$ cat src/rtl/dmem_arbiter_pkg.sv
// Shared types and constants for the two-port data memory arbiter.
package dmem_arb_pkg;

   localparam int NUM_PORTS = 2;

   typedef enum logic [1:0] {
      ST_IDLE  = 2'd0,
      ST_ISSUE = 2'd1,
      ST_RESP  = 2'd2
   } state_t;

   // Port 0 takes the first contention after reset.
   localparam logic LAST_RST = 1'b1;

endpackage

$ cat src/rtl/dmem_arbiter_if.sv
// Requester and memory side signals of the data memory arbiter.
interface dmem_arbiter_if #(
   parameter int DATA_W = 32,
   parameter int ADDR_W = 32
) ();

   logic              req0;
   logic              req1;
   logic              we0;
   logic              we1;
   logic [ADDR_W-1:0] addr0;
   logic [ADDR_W-1:0] addr1;
   logic [DATA_W-1:0] wdata0;
   logic [DATA_W-1:0] wdata1;
   logic              ack0;
   logic              ack1;
   logic [DATA_W-1:0] rdata0;
   logic [DATA_W-1:0] rdata1;
   logic              busy;
   logic [ADDR_W-1:0] mem_addr;
   logic [DATA_W-1:0] mem_wdata;
   logic              mem_we;
   logic [DATA_W-1:0] mem_rdata;

   modport slave (
      input  req0, req1, we0, we1, addr0, addr1,
      input  wdata0, wdata1, mem_rdata,
      output ack0, ack1, rdata0, rdata1, busy,
      output mem_addr, mem_wdata, mem_we
   );

   modport master (
      output req0, req1, we0, we1, addr0, addr1,
      output wdata0, wdata1, mem_rdata,
      input  ack0, ack1, rdata0, rdata1, busy,
      input  mem_addr, mem_wdata, mem_we
   );

endinterface

$ cat src/rtl/dmem_arbiter_rr_pick2.sv
// Two-input round-robin picker; on contention the port not granted last wins.
module rr_pick2 (
   input  logic [1:0] req,
   input  logic       last,
   output logic       valid,
   output logic       id
);

   assign valid = |req;
   assign id    = (&req) ? ~last : req[1];

endmodule

$ cat src/rtl/dmem_arbiter.sv
// Round-robin arbiter sharing storage_mem between two requesters.
module dmem_arbiter
   import dmem_arb_pkg::*;
#(
   parameter int DATA_W = 32,
   parameter int ADDR_W = 32
) (
   input logic           clk,
   input logic           rst,
   dmem_arbiter_if.slave bus
);

   state_t               r_state;
   state_t               w_next;
   logic                 r_last;
   logic                 r_id;
   logic                 r_we;
   logic [ADDR_W-1:0]    r_addr;
   logic [DATA_W-1:0]    r_wdata;
   logic [NUM_PORTS-1:0] r_ack;
   logic [DATA_W-1:0]    r_rdata0;
   logic [DATA_W-1:0]    r_rdata1;
   logic [NUM_PORTS-1:0] w_req;
   logic                 w_valid;
   logic                 w_id;
   logic                 w_busy;
   logic                 w_mem_we;

   // A port acked this cycle is masked so its held request is not re-served.
   assign w_req = {bus.req1 & ~r_ack[1], bus.req0 & ~r_ack[0]};

   rr_pick2 u_pick (
      .req   (w_req),
      .last  (r_last),
      .valid (w_valid),
      .id    (w_id)
   );

   always_ff @(posedge clk or posedge rst) begin
      if (rst) r_state <= ST_IDLE;
      else     r_state <= w_next;
   end

   always_comb begin
      w_next = r_state;
      unique case (r_state)
         ST_IDLE:  if (w_valid) w_next = ST_ISSUE;
         ST_ISSUE: w_next = ST_RESP;
         ST_RESP:  w_next = ST_IDLE;
         default:  w_next = ST_IDLE;
      endcase
   end

   always_comb begin
      w_busy   = 1'b0;
      w_mem_we = 1'b0;
      unique case (r_state)
         ST_ISSUE: begin
            w_busy   = 1'b1;
            w_mem_we = r_we;
         end
         ST_RESP: w_busy = 1'b1;
         default: ;
      endcase
   end

   always_ff @(posedge clk or posedge rst) begin
      if (rst) begin
         r_last   <= LAST_RST;
         r_id     <= 1'b0;
         r_we     <= 1'b0;
         r_addr   <= '0;
         r_wdata  <= '0;
         r_ack    <= '0;
         r_rdata0 <= '0;
         r_rdata1 <= '0;
      end else begin
         r_ack <= '0;
         if (r_state == ST_IDLE && w_valid) begin
            r_id    <= w_id;
            r_we    <= w_id ? bus.we1 : bus.we0;
            r_addr  <= w_id ? bus.addr1 : bus.addr0;
            r_wdata <= w_id ? bus.wdata1 : bus.wdata0;
         end
         if (r_state == ST_RESP) begin
            r_ack[r_id] <= 1'b1;
            r_last      <= r_id;
            if (r_id) r_rdata1 <= bus.mem_rdata;
            else      r_rdata0 <= bus.mem_rdata;
         end
      end
   end

   assign bus.ack0      = r_ack[0];
   assign bus.ack1      = r_ack[1];
   assign bus.rdata0    = r_rdata0;
   assign bus.rdata1    = r_rdata1;
   assign bus.busy      = w_busy;
   assign bus.mem_addr  = r_addr;
   assign bus.mem_wdata = r_wdata;
   assign bus.mem_we    = w_mem_we;

endmodule

$ cat src/flat_wrapper.sv
// flat-port wrapper written by rule: the top's interface ports become plain ports
module dmem_arbiter_flat import dmem_arb_pkg::*;
#(
   parameter int DATA_W = 32,
   parameter int ADDR_W = 32
)
  (clk, rst, bus_req0, bus_req1, bus_we0, bus_we1, bus_addr0, bus_addr1, bus_wdata0, bus_wdata1, bus_mem_rdata, bus_ack0, bus_ack1, bus_rdata0, bus_rdata1, bus_busy, bus_mem_addr, bus_mem_wdata, bus_mem_we);
  dmem_arbiter_if #(.DATA_W(DATA_W), .ADDR_W(ADDR_W)) bus_i ();
  input logic clk;
  input logic rst;
  input wire logic [$bits(bus_i.req0)-1:0] bus_req0;
  input wire logic [$bits(bus_i.req1)-1:0] bus_req1;
  input wire logic [$bits(bus_i.we0)-1:0] bus_we0;
  input wire logic [$bits(bus_i.we1)-1:0] bus_we1;
  input wire logic [$bits(bus_i.addr0)-1:0] bus_addr0;
  input wire logic [$bits(bus_i.addr1)-1:0] bus_addr1;
  input wire logic [$bits(bus_i.wdata0)-1:0] bus_wdata0;
  input wire logic [$bits(bus_i.wdata1)-1:0] bus_wdata1;
  input wire logic [$bits(bus_i.mem_rdata)-1:0] bus_mem_rdata;
  output wire logic [$bits(bus_i.ack0)-1:0] bus_ack0;
  output wire logic [$bits(bus_i.ack1)-1:0] bus_ack1;
  output wire logic [$bits(bus_i.rdata0)-1:0] bus_rdata0;
  output wire logic [$bits(bus_i.rdata1)-1:0] bus_rdata1;
  output wire logic [$bits(bus_i.busy)-1:0] bus_busy;
  output wire logic [$bits(bus_i.mem_addr)-1:0] bus_mem_addr;
  output wire logic [$bits(bus_i.mem_wdata)-1:0] bus_mem_wdata;
  output wire logic [$bits(bus_i.mem_we)-1:0] bus_mem_we;
  assign bus_i.req0 = bus_req0;
  assign bus_i.req1 = bus_req1;
  assign bus_i.we0 = bus_we0;
  assign bus_i.we1 = bus_we1;
  assign bus_i.addr0 = bus_addr0;
  assign bus_i.addr1 = bus_addr1;
  assign bus_i.wdata0 = bus_wdata0;
  assign bus_i.wdata1 = bus_wdata1;
  assign bus_i.mem_rdata = bus_mem_rdata;
  assign bus_ack0 = bus_i.ack0;
  assign bus_ack1 = bus_i.ack1;
  assign bus_rdata0 = bus_i.rdata0;
  assign bus_rdata1 = bus_i.rdata1;
  assign bus_busy = bus_i.busy;
  assign bus_mem_addr = bus_i.mem_addr;
  assign bus_mem_wdata = bus_i.mem_wdata;
  assign bus_mem_we = bus_i.mem_we;
  dmem_arbiter #(.DATA_W(DATA_W), .ADDR_W(ADDR_W)) u_core (.clk(clk), .rst(rst), .bus(bus_i));
endmodule
$ cat config.mk
export PLATFORM = sky130hd
export DESIGN_NAME = dmem_arbiter_flat
export DESIGN_NICKNAME = d
export VERILOG_FILES = /design/src/rtl/dmem_arbiter_pkg.sv /design/src/rtl/dmem_arbiter_if.sv /design/src/rtl/dmem_arbiter_rr_pick2.sv /design/src/rtl/dmem_arbiter.sv /design/src/flat_wrapper.sv
export SDC_FILE = /design/constraint.sdc
export NUM_CORES = 1
export LEC_CHECK = 0
export ABC_AREA = 1
export BUFFER_PORTS_ARGS = -buffer_cell sky130_fd_sc_hd__buf_2
export CAP_MARGIN = 40
export CELL_PAD_IN_SITES_DETAIL_PLACEMENT = 1
export CELL_PAD_IN_SITES_GLOBAL_PLACEMENT = 1
export CORE_MARGIN = 2
export CORE_UTILIZATION = 33
export CTS_BUF_LIST = sky130_fd_sc_hd__clkbuf_16
export CTS_CLUSTER_SIZE = 8
export DETAILED_ROUTE_END_ITERATION = 8
export GPL_TIMING_DRIVEN = 0
export PLACE_DENSITY_LB_ADDON = 0.1
export SETUP_SLACK_MARGIN = 0.15
export SLEW_MARGIN = 10
export SYNTH_ARGS = -nofsm -noshare
export SYNTH_HDL_FRONTEND = slang
export SYNTH_SLANG_ARGS = --single-unit
$ cat constraint.sdc
create_clock -name clk -period 5.8 [get_ports clk]
set_input_delay 0.87 -clock clk [delete_from_list [all_inputs] [get_ports clk]]
set_output_delay 0.87 -clock clk [all_outputs]
set_load 0.05 [all_outputs]
### Yosys cells after proc, flatten, opt, wreduce, memory -nomap -nowiden

Index checks and enable logic that the tools add are counted.

| storage, ports and cells | value |
|---|---|
| output and inout port bits | 132 |
| bits of input ports | 166 |
| bits in registers | 135 |

| operators by class | value |
|---|---|
| magnitude comparators | 2 |
| muxes and demuxes | 11 |
| equality and inequality tests | 3 |
| bitwise logic cells | 6 |
| reductions and logical operators | 8 |

Operators by type and width:

| operator | count |
|---|---|
| two-way mux 32 bit | 2 |
| AND reduction 2 bit | 3 |
| two-way mux 1 bit | 5 |
| two-way mux 2 bit | 2 |
| NOT 1 bit | 4 |
| one-hot mux 2 bit (2 select lines) | 1 |
| OR reduction 2 bit | 2 |
| AND 1 bit | 2 |
| equality test 2 x 1 -> 1 bit (second input constant) | 1 |
| equality test 2 bit (second input constant) | 1 |
| logical AND 1 bit | 2 |
| zero test 2 bit | 1 |
| < comparator 1 x 2 -> 1 bit (second input constant) | 1 |
| inequality test 2 x 1 -> 1 bit (second input constant) | 1 |
| demux 1 bit (select 1 bit) | 1 |
| greater-or-equal comparator 1 bit (second input constant) | 1 |

### Longest topological paths before layout

Gate-level depths: netlist of run 1.

| logic depth | value |
|---|---|
| word-level depth | 5 |
| depth in mapped cells | 9 |
| mapped depth without buffers | 7 |

### Modules after synthesis

From an unflattened synthesis of run 1, not the netlist that was laid out.

| unflattened totals | value |
|---|---|
| cells, all modules | 762 |
| area, all modules | 5,992.0 µm² |

By module, submodules not included:

| module | sequential area each (µm²) | area an instance (µm²) | cells an instance | times used |
|---|---|---|---|---|
| dmem_arbiter | 3,379.5 | 5,977.0 | 759 | 1 |
| rr_pick2 | 0.0 | 15.0 | 3 | 1 |

### Worst setup path before layout of run 1

No wires, ideal clock.

| timing | value |
|---|---|
| path kind | reg-to-output |
| from | register u_core.r_state[0] |
| to | output bus_busy |
| cell stages (with the launch flop) | 3 |
| buffers on the path | 0 |
| arrival time | 0.968 ns |
| path slack | 3.962 ns |
| required time | 4.930 ns |
| cells stage by stage | dfrtp_1 > inv_1 > ha_1 |

| between the ends | value |
|---|---|
| longest elaborated chain between the ends | 3 |

RTL lines:

| what | RTL line | source |
|---|---|---|
| from (decl) | dmem_arbiter.sv:13 | `state_t r_state;` |
| from (signal assigned) | dmem_arbiter.sv:41 | `else r_state <= w_next;` |
| equality test 2 x 1 -> 1 bit / equality test 2 bit (equally long branches) | dmem_arbiter.sv:57 | `unique case (r_state)` |
| OR reduction 2 bit (no source line) (*) | - |  |
| two-way mux 1 bit (*) | dmem_arbiter.sv:57 |  |
| to (decl) | flat_wrapper.sv:24 | `output wire logic [$bits(bus_i.busy)-1:0] bus_busy;` |

Mark *: on every way between the ends. The rest lies on a longest branch, timed or not.

### Worst setup path in the final report of run 1

Ends and elaborated chain as after synthesis.

==> reports/summary.txt, run 1 <==
Status -> finished, final reports clean
VDD IR-drop max -> 0.0003494 V
Total Wirelength -> 21870 microns
Relative slew slack -> 58.22%
Num CTS Buffers -> 17
Dpl cells -> 1391
Hold-fix buffers, CTS -> 0
Num ports -> 298
R2R Path End -> u_core.bus.rdata0[0]
Logic pwr share -> 55.2%
IO Port Bufs -> 297
Crit path from -> u_core.r_state[0]
Post-CTS Setup Bufs -> 0
Crit path capture type -> primary output
Startpoint class of the critical path -> register
Routed WL per cell -> 15.35 microns
Vias in the first global route -> 6645
Top cells by area, synth -> dfrtp_1, nand2_1, nand3_1
CTS Sinks -> 135
Final HPWL DP -> 16210 microns
Total track usage -> 21.56%
Largest net degree at the start of global routing -> 97
Final period util -> 40.00%
Final Hold Viols -> 0
CP Class -> reg -> out
CP arrival -> 1.45 ns
Syn Area/Cell -> 7.698 sq um
Fillers -> 2496
Placeable core area -> 18890 sq um
Netlist cell types -> 17
H-tree levels -> 4
Avg Vias per Cell -> 4.491
Root Driver -> clkbuf_16
Post-CTS Resized -> 0
NumNets Final -> 1320
R2r setup slk -> 4.10 ns
Syn nets -> 1003
Switch Pwr -> 3386 uW
Worst min-delay path category -> in -> async
Synth warn -> 0
Final Power -> 6243 uW
Leakage power -> 0.005423 uW
Detail Route Antenna Nets -> 0
First-pass GRT wire length -> 34350 microns
Fmax -> 0.4310 GHz
Share of the synthesized area in the top cell type -> 52.29%
Layout cells sized above 1 -> 32.50%
Reg2Reg Depth -> 7
Seq/Total Area, Yosys -> 52.70%
Total gr overflow -> 0
Async S/R FF share, synth -> 100.0%
Die footprint -> 20560 sq um
Worst r2r src -> u_core.r_state[0]
Vias after detailed routing -> 6400
Synthesis-to-finish area growth -> 38.30%
Post-Syn Instances -> 833
Clk_lat worst skew -> 0.43 ns
Initial antenna violation count -> 4
# setup viols final -> 0
Residual DRC -> 0
Worst Skew -> 0.009205 ns
TritonCTS clock tree -> done
Synth area leader -> dfrtp_1
Fin. max-slew vios -> 0
Register bit total from synthesis -> 135
Worst Tran Pin Value -> 0.6267 ns
Post-synth EDFFs -> 0
Reg clk slew, reported paths -> 0.07 ns
Post-Syn Area -> 6412 sq um
MaxCap Viol Count -> 0
DR pass1 iterations -> 4
DR iter-0 viols -> 171
RSZ-0062 raised after global routing -> no
Post-route non-filler standard cell count -> 1425
Initial Util -> 33.94%
Power Density -> 704.0 nW/um^2
P_int -> 2857 uW
Placer Congestion -> 0.7820
Sw frac -> 54.23%
CP max FO -> 4
Clk buf depth -> 2
Final Critical Period -> 2.320 ns
Sequential group share of total power -> 26.7%
Worst EP required -> 4.93 ns
Die Y-Extent -> 143.4 microns
Clock Power Share -> 18.1%
Synth Flop Type -> dfrtp_1
Core Rows -> 50
Die W -> 143.4 microns
layout by cell type (no fill, tap or decap), drive strengths merged:
cell type | Yosys | layout
buf | 40 | 338
bufinv | 0 | 2
clkbuf | 8 | 25
clkinvlp | 0 | 2
dfrtp | 134 | 134
dfstp | 1 | 1
diode | 0 | 2
ha | 4 | 4
inv | 175 | 186
nand2 | 269 | 269
nand3 | 132 | 132
nor2 | 2 | 2
o21ai | 68 | 68
cells in the mapped netlist (4+ instances only):
master and instances:
buf_2 25, buf_6 9, clkbuf_1 8, dfrtp_1 134, ha_1 4, inv_1 171, inv_2 4, nand2_1 265
nand2_2 4, nand3_1 132, o21ai_0 47, o21ai_1 21
critical path: stages, from the launching register on:
cell and delay, ns:
dfrtp_1 0.40, inv_1 0.08, ha_1 0.28, buf_2 0.27
kinds of logic (layout without fill, tap and decap cells):
kind of cell	count (synthesis)	after routing	share of synthesized area, %
AO/OA/AOI/OAI	68	68	5.307
other	0	2	0
AND/OR/NAND/NOR	403	403	26.44
flip-flops	135	135	52.70
adder cells (fa/ha/maj)	4	4	0.7805
buffers and inverters	223	553	14.77
area by class of cell:
cell class	count	area [sq um]	area share [%]
Buffer	48	290.3	3.273
Clock inverter	15	178.9	2.017
Antenna cell	2	5.005	0.05643
Tap cell	260	325.3	3.668
Timing Repair Buffer	298	1514	17.07
Sequential cell	135	3379	38.11
Multi-Input combinational cell	475	2086	23.52
Clock buffer	17	425.4	4.797
Inverter	175	664.4	7.492
power by group through the flow:
stage,clock network (uW),registers [uW],logic [uW]
2_1_floorplan,0,3240,967
3_3_place_gp,0,1670,3430
3_5_place_dp,0,1680,3490
4_1_cts,1150,1670,3500
5_1_grt,1190,1730,3710
6_report,1130,1670,3440
metrics by stage:
| stage | setup TNS (ns) | setup slack (ns) | area (sq um) | hold slack (ns) | util (%) |
|---|---|---|---|---|---|
| floorplan | 0 | 1.321 | 6412 | 0.4422 | - |
| global placement | -89.01 | -0.6791 | 8224 | 0.4550 | 43.53 |
| detailed placement | 0 | 3.657 | 8259 | 0.4599 | 43.72 |
| CTS | 0 | 3.446 | 8864 | 0.4105 | 46.91 |
| global route | 0 | 3.366 | 8866 | 0.4177 | 46.93 |
| finish | 0 | 3.480 | 8869 | 0.4103 | 46.94 |
per-layer routing:
layer	part of all wire, %	global-route usage, %
met1	42	26.18
met2	49	36.59
met3	7.1	6.598
met4	1.8	7.018
met5	0.12	0
flip-flops by register name (all words and copies together), names as in the netlist:
| register | cells |
|---|---|
| u_core.bus.mem_addr | 32 |
| u_core.bus.mem_wdata | 32 |
| u_core.bus.rdata0 | 32 |
| u_core.bus.rdata1 | 32 |
| u_core.r_ack | 2 |
| u_core.r_state | 2 |
| u_core.r_id | 1 |
| u_core.r_last | 1 |
| u_core.r_we | 1 |
worst max path at each step:
stage | endpoint | cells after the start
finish | bus_busy | 3
global route | bus_mem_we | 5
CTS | bus_busy | 3
detailed placement | u_core.bus.mem_addr[13] | 7
global placement | u_core.bus.mem_addr[30] | 2
floorplan | u_core.bus.mem_addr[0] | 1
(Power assumes the default switching activity.)
==> run 2: changes to the inputs <==
clock period = 2.4 ns   (was 5.8 ns; I/O delays follow)
==> run 2 against run 1 <==
  * Hold slack worse by 0.41 ns
  * Clock skew is essentially flat
  * Critical endpoint is now bus_mem_we
  * Count of clock-buffer cells in the layout did not move
  * Via count fell by 0.45%
  * Combinational power is 140% higher
  * Clock power rose by 120%
  * Highest routed layer is now met4
==> reports/summary.txt, run 2 (same netlist as run 1, synthesis figures left out) <==
Worst Tran Pin Value -> 0.5991 ns
CP Class -> reg -> out
Busiest grt layer -> met2
NumNets Final -> 1323
Clock Power Share -> 17.0%
Die footprint -> 20560 sq um
Sw frac -> 54.51%
Num ports -> 298
GRT met1 Usage -> 26.33%
Die Y-Extent -> 143.4 microns
Num CTS Buffers -> 17
Final HPWL DP -> 16560 microns
Post-CTS Resized -> 0
Fin area -> 8887 sq um
Placed Area -> 8315 sq um
First-pass GRT wire length -> 34300 microns
Reg clk slew, reported paths -> 0.06 ns
Crit path capture type -> primary output
Most frequent cell on the critical path -> inv_1
DR pass1 iterations -> 5
Vias after detailed routing -> 6371
Commonest non-fill, non-tap cell in the layout -> buf_2
Worst Skew -> 0.009541 ns
R2R Path End -> u_core.bus.rdata0[2]
Core Rows -> 50
H-tree levels -> 4
Worst setup margin -> 0.5933 ns
Layout cells sized above 1 -> 32.59%
Power Density -> 1678 nW/um^2
Residual DRC -> 0
CTS Sinks -> 135
P_int -> 6784 uW
Slowest cell on the critical path -> dfrtp_1
Met2 GRT Util -> 36.42%
Total gr overflow -> 0
Final Hold Viols -> 0
Logic pwr share -> 55.9%
Sequential group share of total power -> 27.1%
Hold-fix buffers, CTS -> 0
TNS Setup -> 0 ns
Fin. max-slew vios -> 0
Final period util -> 75.28%
CP max FO -> 4
Status -> finished, final reports clean
RSZ-0062 raised after global routing -> no
Final hold slack -> 0.003570 ns
Total track usage -> 21.48%
CP peak stage delay -> 0.39 ns
Placeable core area -> 18890 sq um
CP arrival -> 1.45 ns
Final Power -> 14910 uW
Switch Pwr -> 8130 uW
Crit-path cells -> inv_1, ha_1, nand2_1, inv_1, buf_2
Avg Vias per Cell -> 4.465
Placer Congestion -> 0.7940
IO Port Bufs -> 297
Relative slew slack -> 59.98%
Leakage power -> 0.005421 uW
Kind of cell adding the most delay to the critical path -> buffers and inverters
Initial Util -> 33.94%
Clk_lat worst skew -> 0.42 ns
Pre-CTS setup slack -> 0.6435 ns
Final Critical Period -> 1.807 ns
Fmax -> 0.5535 GHz
Worst r2r src -> u_core.r_state[0]
Clk buf depth -> 2
Startpoint class of the critical path -> register
Detail Route Antenna Nets -> 0
Total Wirelength -> 21680 microns
R2r setup slk -> 0.68 ns
VDD IR-drop max -> 0.0008383 V
# setup viols final -> 0
Worst EP required -> 2.04 ns
Root Driver -> clkbuf_16
Routed WL per cell -> 15.19 microns
Initial antenna violation count -> 2
MaxCap Viol Count -> 0
Buf/Inv on CP -> 3
Most frequent cells in the layout -> buf_2, nand2_1, inv_1
DR iter-0 viols -> 200
Die W -> 143.4 microns
TritonCTS clock tree -> done
GR Util met3 -> 6.664%
Post-CTS Setup Bufs -> 0
Vias in the first global route -> 6638
Synthesis-to-finish area growth -> 38.60%
Reg2Reg Depth -> 7
Largest net degree at the start of global routing -> 35
Worst min-delay path category -> in -> async
## run 2: stage by stage
step | utilization (%) | std cells
CTS | 47.03 | 1426
detailed placement | 44.01 | 1394
floorplan | - | 833
finish | 47.04 | 1427
global route | 47.03 | 1426
global placement | 43.55 | 1390
## run 2: layer usage
layer  routed length [microns]  vias up
met4                       379        0
met3                      1645       29
met1                      9168     2988
li1                          -     3152
met2                     10490      202
met5                         0        -
## run 2: power groups by stage
| stage | combinational [uW] | clock, uW | sequential, uW |
|---|---|---|---|
| detailed placement | 8450 | 0 | 4050 |
| global route | 8970 | 2690 | 4180 |
| global placement | 8300 | 0 | 4030 |
| floorplan | 2340 | 0 | 7840 |
| finish | 8340 | 2540 | 4030 |
| CTS | 8470 | 2600 | 4040 |
## run 2: worst max path at each step
stage	start	end	slack, ns	cells after the start
4_1_cts	u_core.r_state[1]	bus_mem_we	0.56	5
3_5_place_dp	u_core.r_state[0]	u_core.bus.rdata0[0]	0.64	7
6_report	u_core.r_state[1]	bus_mem_we	0.59	5
2_1_floorplan	rst	u_core.bus.mem_addr[0]	0.36	1
3_3_place_gp	rst	u_core.bus.mem_addr[30]	-0.71	2
5_1_grt	u_core.r_state[0]	u_core.bus.rdata0[14]	0.48	8
## run 2: final cells by class
| type | instances | area (sq um) |
|---|---|---|
| well taps | 260 | 325.3 |
| clock buffers | 17 | 425.4 |
| inverters | 175 | 660.6 |
| repair buffers | 301 | 1574 |
| clock inverters | 15 | 143.9 |
| diodes | 1 | 2.502 |
| plain buffers | 48 | 290.3 |
| flip-flops and latches | 135 | 3379 |
| multi-input cells | 475 | 2086 |
| fillers | 2456 | 10010 |
==> run 3: changes to the inputs <==
clock period = 1.8 ns   (was 2.4 ns; I/O delays follow)
==> run 3 against run 2 <==
  * Design area rose by 0.82%
  * Highest routed layer unchanged
  * Register-to-register slack got worse by 0.39 ns
  * Critical endpoint unchanged
  * Routed wire length rose by 0.24%
==> reports/summary.txt, run 3 (same netlist as run 1, synthesis figures left out) <==
Crit path from -> u_core.r_state[1]
Largest net degree at the start of global routing -> 35
CP Class -> reg -> out
Critical path depth -> 5
Clk buf depth -> 2
Total gr overflow -> 0
Crit path capture type -> primary output
R2r setup slk -> 0.29 ns
Crit-path cells -> inv_2, ha_2, nand2_2, inv_2, buf_8
Vias after detailed routing -> 6386
Reg clk slew, reported paths -> 0.07 ns
Worst min-delay path category -> in -> reg
Num ports -> 298
Worst r2r src -> u_core.r_state[0]
H-tree levels -> 4
Most frequent cell on the critical path -> inv_2
Fmax -> 0.6250 GHz
Worst Skew -> 0.009841 ns
DR iter-0 viols -> 189
VDD IR-drop max -> 0.001118 V
Final Hold Viols -> 0
Initial antenna violation count -> 2
Startpoint class of the critical path -> register
Clk_lat worst skew -> 0.43 ns
R2R Path End -> u_core.bus.rdata1[2]
Total Wirelength -> 21730 microns
Final period util -> 88.89%
Final Critical Period -> 1.600 ns
Leakage power -> 0.005461 uW
Total track usage -> 21.51%
Vias in the first global route -> 6663
Critical Path Sink -> bus_mem_we
CTS Sinks -> 135
CP max FO -> 4
Placeable core area -> 18890 sq um
Worst setup margin -> 0.2000 ns
First-pass GRT wire length -> 34350 microns
Routed WL per cell -> 15.19 microns
Final HPWL DP -> 16560 microns
Pre-CTS setup slack -> 0.04349 ns
Avg Vias per Cell -> 4.463
Power Density -> 2234 nW/um^2
IO Port Bufs -> 297
Worst Tran Pin Value -> 0.6014 ns
Fin. max-slew vios -> 0
Die W -> 143.4 microns
CP peak stage delay -> 0.40 ns
NumNets Final -> 1327
Placer Congestion -> 0.7940
DR pass1 iterations -> 4
Die Y-Extent -> 143.4 microns
Status -> finished, final reports clean
Worst EP required -> 1.53 ns
RSZ-0062 raised after global routing -> yes
Initial Util -> 33.94%
TNS Setup -> 0 ns
Num CTS Buffers -> 17
Buf/Inv on CP -> 3
Most frequent cells in the layout -> buf_2, nand2_1, inv_1
Reg2Reg Depth -> 7
Fillers -> 2451
Die footprint -> 20560 sq um
Residual DRC -> 0
Root Driver -> clkbuf_16
Layout cells sized above 1 -> 33.85%
Detail Route Antenna Nets -> 0
Commonest non-fill, non-tap cell in the layout -> buf_2
Synthesis-to-finish area growth -> 39.73%
Kind of cell adding the most delay to the critical path -> flip-flops
Core Rows -> 50
Relative slew slack -> 59.82%
Slowest cell on the critical path -> dfrtp_1
CP arrival -> 1.33 ns
MaxCap Viol Count -> 0
TritonCTS clock tree -> done
# setup viols final -> 0
-- run 3: cell count changes in the layout (fill, tap and decap cells not counted), sizes merged --
| cell | before | now |
|---|---|---|
| clkbuf | 25 | 26 |
| buf | 341 | 343 |
| dlygate4sd3 | 0 | 1 |
-- run 3: power breakdown --
| part | leakage, uW | switching, uW | internal [uW] |
|---|---|---|---|
| Clock | 0.000268 | 1450 | 1930 |
| Combinational | 0.00355 | 8620 | 2640 |
| Sequential | 0.00164 | 794 | 4580 |
-- run 3: through the flow --
step / instances / power [uW] / instance area (sq um) / hold slack (ns) / util [%]
floorplan: 833 / 13570 / 6416 / 0.4184 / -
global placement: 1390 / 16440 / 8228 / 0.4505 / 43.55
detailed placement: 1394 / 16670 / 8315 / 0.3705 / 44.01
CTS: 1429 / 20210 / 8921 / 0.08640 / 47.22
global route: 1430 / 21270 / 8957 / 0.09983 / 47.41
finish: 1431 / 20020 / 8960 / 0.09560 / 47.42
-- run 3: layout make-up --
cell class	count	area [sq um]	area share, %
flip-flops and latches	135	3379	37.72
repair buffers	305	1627	18.15
plain buffers	48	302.8	3.379
inverters	175	660.6	7.373
clock buffers	17	425.4	4.748
diodes	1	2.502	0.02793
clock inverters	15	143.9	1.606
well taps	260	325.3	3.631
multi-input cells	475	2093	23.36
-- run 3: what timing repair did --
item,in CTS,in global routing
endpoints found under the hold margin,22,0
endpoints found under the setup margin,42,60
resized for setup,6,20
pin swaps,0,0
setup buffers,2,1
hold buffers,1,0
cloned,0,0
-- run 3: worst min-delay path by stage --
stage / start / slack (ns) / depth (start not counted) / endpoint
final: bus_mem_rdata[11] / 0.1 / 3 / u_core.bus.rdata0[11]
after CTS: bus_mem_rdata[11] / 0.09 / 3 / u_core.bus.rdata0[11]
after floorplan: bus_mem_rdata[0] / 0.42 / 2 / u_core.bus.rdata0[0]
after detailed placement: rst / 0.37 / 2 / u_core.bus.mem_addr[10]
after global placement: u_core.r_last / 0.45 / 2 / u_core.r_last
after global routing: bus_mem_rdata[13] / 0.1 / 3 / u_core.bus.rdata0[13]
-- run 3: worst reg2reg max path, cell delays in order (launching register included) --
cell     delay (ns)
dfrtp_1        0.35
inv_1          0.07
ha_1           0.22
nand2_1        0.11
buf_2          0.22
buf_2          0.26
nand2_1        0.07
o21ai_0        0.10
-- run 3: routing by layer --
layer,up-vias,global-route usage (%),part of all wire [%]
met4,0,6.295,1.7
met2,199,36.54,49
met3,28,6.664,7.6
li1,3161,-,-
met5,-,0,0
met1,2998,26.33,42
